`src/rtl/rr_burst_arbiter4_pkg.sv`:
```
// Shared types, constants and the round-robin pick function for the
// 4-requester burst arbiter.
package rr_arb_pkg;

    typedef enum logic {
        IDLE = 1'b0,
        XFER = 1'b1
    } state_t;

    localparam int          N_REQ   = 4;
    localparam logic [3:0]  PTR_RST = 4'b1000;

    // Winner is the first set req bit scanning circularly from just after ptr.
    function automatic logic [N_REQ-1:0] rr_pick(input logic [N_REQ-1:0] req,
                                                 input logic [N_REQ-1:0] ptr);
        logic [N_REQ-1:0] win;
        logic [1:0]       base;
        logic [1:0]       idx;
        logic             found;
        win   = 4'b0000;
        base  = 2'd0;
        idx   = 2'd0;
        found = 1'b0;
        for (int i = 0; i < N_REQ; i++) begin
            if (ptr[i]) begin
                base = i[1:0];
            end
        end
        for (int k = 1; k <= N_REQ; k++) begin
            idx = base + k[1:0];
            if (!found && req[idx]) begin
                win[idx] = 1'b1;
                found    = 1'b1;
            end
        end
        return win;
    endfunction

endpackage

```
`src/rtl/rr_burst_arbiter4_if.sv`:
```
// Request/data bundle between four requesters, the arbiter and the
// downstream valid/ready channel.
interface rr_burst_arbiter4_if #(
    parameter int K = 8
);
    import rr_arb_pkg::*;

    logic [N_REQ-1:0] req;
    logic [N_REQ-1:0] in_last;
    logic [K-1:0]     a0;
    logic [K-1:0]     a1;
    logic [K-1:0]     a2;
    logic [K-1:0]     a3;
    logic [N_REQ-1:0] gnt;
    logic [N_REQ-1:0] ack;
    logic             out_valid;
    logic [K-1:0]     out_data;
    logic             out_last;
    logic             out_ready;

    modport master (
        input  req, in_last, a0, a1, a2, a3, out_ready,
        output gnt, ack, out_valid, out_data, out_last
    );

    modport slave (
        output req, in_last, a0, a1, a2, a3, out_ready,
        input  gnt, ack, out_valid, out_data, out_last
    );

endinterface

```
`src/rtl/rr_burst_arbiter4_onehot_mux4.sv`:
```
// One-hot AND-OR select of four K-bit words; all-zero select yields zero.
module onehot_mux4 #(
    parameter int K = 8
) (
    input  logic [K-1:0] a0,
    input  logic [K-1:0] a1,
    input  logic [K-1:0] a2,
    input  logic [K-1:0] a3,
    input  logic [3:0]   s,
    output logic [K-1:0] b
);

    assign b = ({K{s[0]}} & a0) | ({K{s[1]}} & a1)
             | ({K{s[2]}} & a2) | ({K{s[3]}} & a3);

endmodule

```
`src/rtl/rr_burst_arbiter4.sv`:
```
// Round-robin arbiter granting one of four requesters a burst on a shared
// valid/ready output channel, with one idle cycle between grants.
module rr_burst_arbiter4
    import rr_arb_pkg::*;
#(
    parameter int K         = 8,
    parameter int MAX_BURST = 4,
    parameter int CW        = 8
) (
    input  logic              clk,
    input  logic              rst,
    rr_burst_arbiter4_if.master bus
);

    localparam logic [CW-1:0] LAST_CNT = CW'(MAX_BURST - 1);

    state_t            state_r;
    state_t            state_s;
    logic [N_REQ-1:0]  gnt_r;
    logic [N_REQ-1:0]  gnt_s;
    logic [N_REQ-1:0]  ptr_r;
    logic [N_REQ-1:0]  ptr_s;
    logic [CW-1:0]     cnt_r;
    logic [CW-1:0]     cnt_s;
    logic              held_s;
    logic              valid_s;
    logic              last_s;
    logic              beat_s;
    logic [K-1:0]      data_s;

    // A beat presented during reset is never accepted, so valid and ack are masked.
    assign held_s  = |(bus.req & gnt_r);
    assign valid_s = held_s & ~rst;
    assign last_s  = (state_r == XFER) & ((|(bus.in_last & gnt_r)) | (cnt_r == LAST_CNT));
    assign beat_s  = valid_s & bus.out_ready;

    onehot_mux4 #(.K(K)) u_data_mux (
        .a0 (bus.a0),
        .a1 (bus.a1),
        .a2 (bus.a2),
        .a3 (bus.a3),
        .s  (gnt_r),
        .b  (data_s)
    );

    assign bus.gnt       = gnt_r;
    assign bus.ack       = beat_s ? gnt_r : 4'b0000;
    assign bus.out_valid = valid_s;
    assign bus.out_data  = data_s;
    assign bus.out_last  = last_s;

    // State, grant, priority pointer and burst counter registers.
    always_ff @(posedge clk) begin
        if (rst) begin
            state_r <= IDLE;
            gnt_r   <= 4'b0000;
            ptr_r   <= PTR_RST;
            cnt_r   <= '0;
        end else begin
            state_r <= state_s;
            gnt_r   <= gnt_s;
            ptr_r   <= ptr_s;
            cnt_r   <= cnt_s;
        end
    end

    // Next-state: arbitrate in IDLE; in XFER count beats, close or abort the burst.
    always_comb begin
        state_s = state_r;
        gnt_s   = gnt_r;
        ptr_s   = ptr_r;
        cnt_s   = cnt_r;
        case (state_r)
            IDLE: begin
                if (bus.req != 4'b0000) begin
                    gnt_s   = rr_pick(bus.req, ptr_r);
                    ptr_s   = gnt_s;
                    cnt_s   = '0;
                    state_s = XFER;
                end else begin
                    state_s = IDLE;
                end
            end
            XFER: begin
                if (!held_s) begin
                    // Requester withdrew: release without ack; ptr keeps it as last winner.
                    gnt_s   = 4'b0000;
                    cnt_s   = '0;
                    state_s = IDLE;
                end else if (beat_s && last_s) begin
                    gnt_s   = 4'b0000;
                    cnt_s   = '0;
                    state_s = IDLE;
                end else if (beat_s) begin
                    cnt_s   = cnt_r + CW'(1);
                end else begin
                    cnt_s   = cnt_r;
                end
            end
            default: begin
                gnt_s   = 4'b0000;
                cnt_s   = '0;
                state_s = IDLE;
            end
        endcase
    end

endmodule

```
`src/flat_wrapper.sv`:
```
// flat-port wrapper written by rule: the top's interface ports become plain ports
module rr_burst_arbiter4_flat import rr_arb_pkg::*;
#(
    parameter int K         = 8,
    parameter int MAX_BURST = 4,
    parameter int CW        = 8
)
  (clk, rst, bus_req, bus_in_last, bus_a0, bus_a1, bus_a2, bus_a3, bus_out_ready, bus_gnt, bus_ack, bus_out_valid, bus_out_data, bus_out_last);
  rr_burst_arbiter4_if #(.K(K)) bus_i ();
  input  logic clk;
  input  logic rst;
  input wire logic [$bits(bus_i.req)-1:0] bus_req;
  input wire logic [$bits(bus_i.in_last)-1:0] bus_in_last;
  input wire logic [$bits(bus_i.a0)-1:0] bus_a0;
  input wire logic [$bits(bus_i.a1)-1:0] bus_a1;
  input wire logic [$bits(bus_i.a2)-1:0] bus_a2;
  input wire logic [$bits(bus_i.a3)-1:0] bus_a3;
  input wire logic [$bits(bus_i.out_ready)-1:0] bus_out_ready;
  output wire logic [$bits(bus_i.gnt)-1:0] bus_gnt;
  output wire logic [$bits(bus_i.ack)-1:0] bus_ack;
  output wire logic [$bits(bus_i.out_valid)-1:0] bus_out_valid;
  output wire logic [$bits(bus_i.out_data)-1:0] bus_out_data;
  output wire logic [$bits(bus_i.out_last)-1:0] bus_out_last;
  assign bus_i.req = bus_req;
  assign bus_i.in_last = bus_in_last;
  assign bus_i.a0 = bus_a0;
  assign bus_i.a1 = bus_a1;
  assign bus_i.a2 = bus_a2;
  assign bus_i.a3 = bus_a3;
  assign bus_i.out_ready = bus_out_ready;
  assign bus_gnt = bus_i.gnt;
  assign bus_ack = bus_i.ack;
  assign bus_out_valid = bus_i.out_valid;
  assign bus_out_data = bus_i.out_data;
  assign bus_out_last = bus_i.out_last;
  rr_burst_arbiter4 #(.K(K), .MAX_BURST(MAX_BURST), .CW(CW)) u_core (.clk(clk), .rst(rst), .bus(bus_i));
endmodule
```
`config.mk`:
```
export PLATFORM = sky130hd
export DESIGN_NAME = rr_burst_arbiter4_flat
export DESIGN_NICKNAME = d
export VERILOG_FILES = /design/src/rtl/rr_burst_arbiter4_pkg.sv /design/src/rtl/rr_burst_arbiter4_if.sv /design/src/rtl/rr_burst_arbiter4_onehot_mux4.sv /design/src/rtl/rr_burst_arbiter4.sv /design/src/flat_wrapper.sv
export SDC_FILE = /design/constraint.sdc
export NUM_CORES = 1
export LEC_CHECK = 0
export ABC_AREA = 1
export CORE_MARGIN = 3
export CORE_UTILIZATION = 40
export CTS_CLUSTER_SIZE = 8
export DETAILED_ROUTE_END_ITERATION = 6
export MAX_ROUTING_LAYER = met4
export PLACE_DENSITY = 0.73
export SLEW_MARGIN = 20
export SYNTH_ARGS = -nofsm -noshare
export SYNTH_HDL_FRONTEND = slang
export SYNTH_HIERARCHICAL = 1
export SYNTH_SLANG_ARGS = --single-unit
```
`constraint.sdc`:
```
create_clock -name clk -period 3.6 [get_ports clk]
set_clock_uncertainty 0.2 [all_clocks]
set_input_delay 0.54 -clock clk [delete_from_list [all_inputs] [get_ports clk]]
set_output_delay 0.54 -clock clk [all_outputs]
set_load 0.005 [all_outputs]
```
==> reports/qor.yml, run 1 <==
status: "finished, final reports clean"
antenna_found_initial: 0
clk_latency_ns: 0.25
r2r.worst_path.cells: 11
grt_pass1_wl_um: 7310
num_rows: 22
drt-total-wl_um: 4410
cts-htree-levels: 1
path_class: "primary input to output pin"
drv_slew: 0
cp_slowest_cell: "clkdlybuf4s50_1"
cts-root-buf: "clkbuf_8"
cts_hold_buffers: 0
irDropWorstVdd_mv: 0.470
maxCapViolCount: 0
area_growth_pct: 43.3
diodes: 0
period_minus_slack_ns: 3.06
synthCells: 283
drc: 0
setup_violations: 0
start_util_pct: 43.4
clkTransAtPathRegs_ns: 0.06
avgRoutedWirePerCell_um: 11.2
postRouteAntennaNets: 0
postCtsSetupBuffers: 0
cts_sinks: 16
r2r_start: "u_core/ptr_r[3]"
ys_seq_area_share_pct: 19.3
slowest_delay_ns: 0.58
critPathLaunchType: "primary input"
die_h_um: 70.4
drtPass1Iterations: 4
dp_hpwl_um: 3560
drive_gt1_share_pct: 13.9
worstSetupEndpoint: "bus_ack[2]"
post-route-period-util_pct: 85.0
fmax_ghz: 0.327
port_buffers: 60
final_cell_mix: "112 x nand2_1, 60 x clkdlybuf4s50_1, 38 x inv_1"
path_cells: "clkdlybuf4s50_1, nand2_1, nand4_1, inv_2, nor2_1, nand2_1, nor2_1, clkdlybuf4s50_1"
vias_per_cell: 4.78
cts_resized: 0
coreArea_mm2: 0.00383
vias: 1884
layout_commonest_cell: "nand2_1"
die_area_mm2: 0.00496
rr_endpoint: "u_core/bus.gnt[3]"
worstPathRequired_ns: 2.86
die_w_um: 70.4
ys_seq_elements: 16
syn_avg_cell_area_um2: 5.86
powerDensity_mw_per_mm2: 653
tritoncts: "done"
syn-cell-area_mm2: 0.00166
drt-initial-drc-count: 65
cp-end-kind: "output pin"
tightest_slew_ns: 0.502
min_path_type: "flip-flop to flip-flop"
synth_nets: 335
total_power_mw: 1.55
clk_path_buf_depth: 2
place.gp.congestion: 0.833
grt_pass1_vias: 1650
grt_max_degree: 14
yosysWarnings: 6
crit_fanout: 5
cts_buffers: 3
maxSlewHeadroom_pct: 66.5
worstSetupStartpoint: "bus_req[3]"
fillCellCount: 378
arrival_ns: 2.32
rsz0062_at_grt: "false"
nets: 399
seqCellArea_um2: 320
multiInputGateArea_mm2: 0.00113
synthDistinctLibCells: 27
r2r_setup_slack_ns: 1.34
p_leak_nw: 1.10
track_usage_pct: 18.1
grt-ovfl-total: 0
hold_viol_final: 0
num_io_pins: 61
fin_setup_tns_ns: 0
==> where the power goes <==
part	switching, mW	total (mW)	internal [mW]
Combinational	0.647	1.13	0.487
Clock	0.0609	0.158	0.0969
Sequential	0.0476	0.260	0.213
==> worst min-delay path by stage <==
stage | from | to | slack, ns | cells after the start
2_1_floorplan | u_core/cnt_r[0] | u_core/cnt_r[0] | 0.26 | 2
3_3_place_gp | u_core/cnt_r[0] | u_core/cnt_r[0] | 0.27 | 2
3_5_place_dp | u_core/cnt_r[0] | u_core/cnt_r[0] | 0.29 | 2
4_1_cts | u_core/cnt_r[0] | u_core/cnt_r[0] | 0.30 | 2
5_1_grt | u_core/cnt_r[0] | u_core/cnt_r[0] | 0.31 | 2
6_report | u_core/cnt_r[0] | u_core/cnt_r[0] | 0.29 | 2
==> synthesized netlist by cell type, drive strengths merged <==
| library cell | count | area (um^2) |
|---|---|---|
| a211oi | 1 | 12.5 |
| a21oi | 4 | 20.0 |
| a31oi | 3 | 18.8 |
| buf | 1 | 5.00 |
| clkbuf | 3 | 15.0 |
| clkinv | 1 | 8.76 |
| dfxtp | 16 | 320 |
| ha | 9 | 113 |
| inv | 47 | 179 |
| nand2 | 125 | 537 |
| nand3 | 35 | 195 |
| nand4 | 2 | 12.5 |
| nor2 | 23 | 124 |
| nor3 | 6 | 40.0 |
| nor3b | 1 | 12.5 |
| nor4 | 1 | 12.5 |
| o211ai | 1 | 12.5 |
| o21ai | 3 | 15.0 |
| or2 | 1 | 6.26 |
==> worst max-delay path: cells and delay by family <==
| kind | cells | cell delay (ns) |
|---|---|---|
| and+or+nand+nor | 5 | 0.64 |
| buffers and inverters | 3 | 1.15 |
==> per-layer routing <==
layer / part of all wire, % / vias up / global-route usage, % / wire length (um)
met1: 50 / 822 / 25.6 / 2190
met3: 8.6 / 2 / 4.32 / 378
met2: 42 / 61 / 27.2 / 1840
met4: 0.18 / 0 / 1.28 / 8
li1: - / 999 / - / -
met5: 0 / - / - / 0
==> registers in the layout (all words and copies together), names as in the netlist <==
name,flops
u_core/bus.gnt,4
u_core/ptr_r,3
u_core/state_r,1
u_core/cnt_r,8
==> area by class of cell <==
type | count | area share (%)
Clock buffer | 4 | 2.32
Inverter | 48 | 7.89
Multi-Input combinational cell | 215 | 47.6
Sequential cell | 16 | 13.5
Tap cell | 48 | 2.53
Timing Repair Buffer | 63 | 26.2
==> through the flow <==
step / std cells / area (um^2) / setup slack, ns / hold slack (ns) / utilization [%]
2_1_floorplan: 283 / 1660 / 1.60 / 0.257 / -
6_report: 394 / 2380 / 0.539 / 0.295 / 62.1
5_1_grt: 394 / 2380 / 0.451 / 0.314 / 62.1
4_1_cts: 394 / 2380 / 0.553 / 0.300 / 62.1
3_3_place_gp: 390 / 2320 / 0.604 / 0.275 / 60.7
3_5_place_dp: 390 / 2320 / 0.549 / 0.291 / 60.7
==> cells by family after synthesis <==
group / count (synthesis) / synth area share [%]
AO/OA/AOI/OAI: 12 / 4.75
adder cells (fa/ha/maj): 9 / 6.79
buffers and inverters: 52 / 12.5
flip-flops: 16 / 19.3
AND/OR/NAND/NOR: 194 / 56.6
No activity file was read; power rests on OpenSTA's default activity.
==> run 2: changes to the inputs <==
- CELL_PAD_IN_SITES_DETAIL_PLACEMENT: unset -> 1
- CELL_PAD_IN_SITES_GLOBAL_PLACEMENT: unset -> 2
- CORE_UTILIZATION: 40 -> 24
- PLACE_DENSITY: 0.73 -> unset
- PLACE_DENSITY_LB_ADDON: unset -> 0.1
==> reports/qor.yml, run 2 (synthesis results as in run 1) <==
status: "finished, final reports clean"
die_w_um: 89.1
grt_pass1_vias: 1920
area_growth_pct: 45.1
largest_register_ffs: 8
die_area_mm2: 0.00795
powerDensity_mw_per_mm2: 650
worstPathRequired_ns: 2.86
drt-initial-drc-count: 62
p_leak_nw: 1.10
drt-total-wl_um: 5390
hold_viol_final: 0
clk_path_buf_depth: 2
postRouteAntennaNets: 0
maxSlewHeadroom_pct: 73.4
fin_hold_ws_ns: 0.293
period_minus_slack_ns: 3.04
crit_fanout: 5
layout_commonest_cell: "nand2_1"
cp_slowest_cell: "clkdlybuf4s50_1"
tightest_slew_ns: 0.398
vias_per_cell: 4.44
slowest_delay_ns: 0.59
drc: 0
cts_hold_buffers: 0
grt_max_degree: 14
critPathTopFamily: "buffers and inverters"
nets: 400
drive_gt1_share_pct: 13.9
num_rows: 29
post-route-period-util_pct: 84.3
maxCapViolCount: 0
final_cell_mix: "112 x nand2_1, 60 x clkdlybuf4s50_1, 38 x inv_1"
fin_setup_tns_ns: 0
grt_pass1_wl_um: 8790
critPathLaunchType: "primary input"
die_h_um: 89.1
cts_buffers: 3
clk_latency_ns: 0.24
drv_slew: 0
avgRoutedWirePerCell_um: 12.7
dp_hpwl_um: 4450
cts_resized: 0
min_path_type: "flip-flop to flip-flop"
critPathBufInv: 3
arrival_ns: 2.30
path_class: "primary input to output pin"
cp-end-kind: "output pin"
cts-htree-levels: 1
postCtsSetupBuffers: 0
num_io_pins: 61
port_buffers: 60
path_cells: "clkdlybuf4s50_1, nand2_1, nand4_1, inv_2, nor2_1, nand2_1, nor2_1, clkdlybuf4s50_1"
track_usage_pct: 14.3
setup_violations: 0
diodes: 0
clkTransAtPathRegs_ns: 0.06
coreArea_mm2: 0.00653
drtPass1Iterations: 4
fmax_ghz: 0.329
start_util_pct: 25.4
place.gp.congestion: 0.776
antenna_found_initial: 0
vias: 1877
tritoncts: "done"
grt-ovfl-total: 0
top_register: "u_core/cnt_r"
design_area_mm2: 0.00241
place_area_mm2: 0.00237
cts_sinks: 16
cts-root-buf: "clkbuf_8"
rsz0062_at_grt: "false"
irDropWorstVdd_mv: 0.318
==> run 2: stage by stage <==
step	instances	worst slack, ns	power (mW)	util, %
finish	423	0.565	1.56	36.9
global route	423	0.377	1.74	36.9
CTS	423	0.538	1.60	36.9
detailed placement	420	0.551	1.46	36.2
global placement	420	0.609	1.46	36.2
floorplan	283	1.60	1.00	-
==> run 2: layout make-up <==
type	instances	area [um^2]
Fill cell	855	4120
Multi-Input combinational cell	215	1130
Timing Repair Buffer	64	631
Sequential cell	16	320
Inverter	48	188
Tap cell	77	96.3
Clock buffer	3	41.3
==> run 2: where the power goes <==
part / total [mW] / switching, mW / internal [mW]
Sequential: 0.236 / 0.0239 / 0.212
Combinational: 1.20 / 0.701 / 0.496
Clock: 0.130 / 0.0565 / 0.0740
Total: 1.56 / 0.782 / 0.782
==> run 2: worst paths after layout <==
check,startpoint,to,slack (ns),depth (start not counted)
setup / recovery,bus_req[3],bus_ack[0],0.56,8
hold / removal,u_core/cnt_r[0],u_core/cnt_r[0],0.29,2
setup reg to reg,u_core/ptr_r[3],u_core/bus.gnt[1],1.23,13
hold reg to reg,u_core/cnt_r[0],u_core/cnt_r[0],0.29,2
==> run 2: worst min-delay path, cell delays in order, from the launching register on <==
cell and delay (ns):
dfxtp_1 0.32, nand2_1 0.07, a21oi_1 0.05
==> run 2: per-layer routing <==
layer | track usage (%) | share of wire, % | vias to the layer above
met5 | - | 0 | -
met4 | 2.84 | 0.48 | 0
met3 | 1.66 | 4.1 | 2
met2 | 22.6 | 43 | 43
met1 | 19.6 | 52 | 834
li1 | - | - | 998
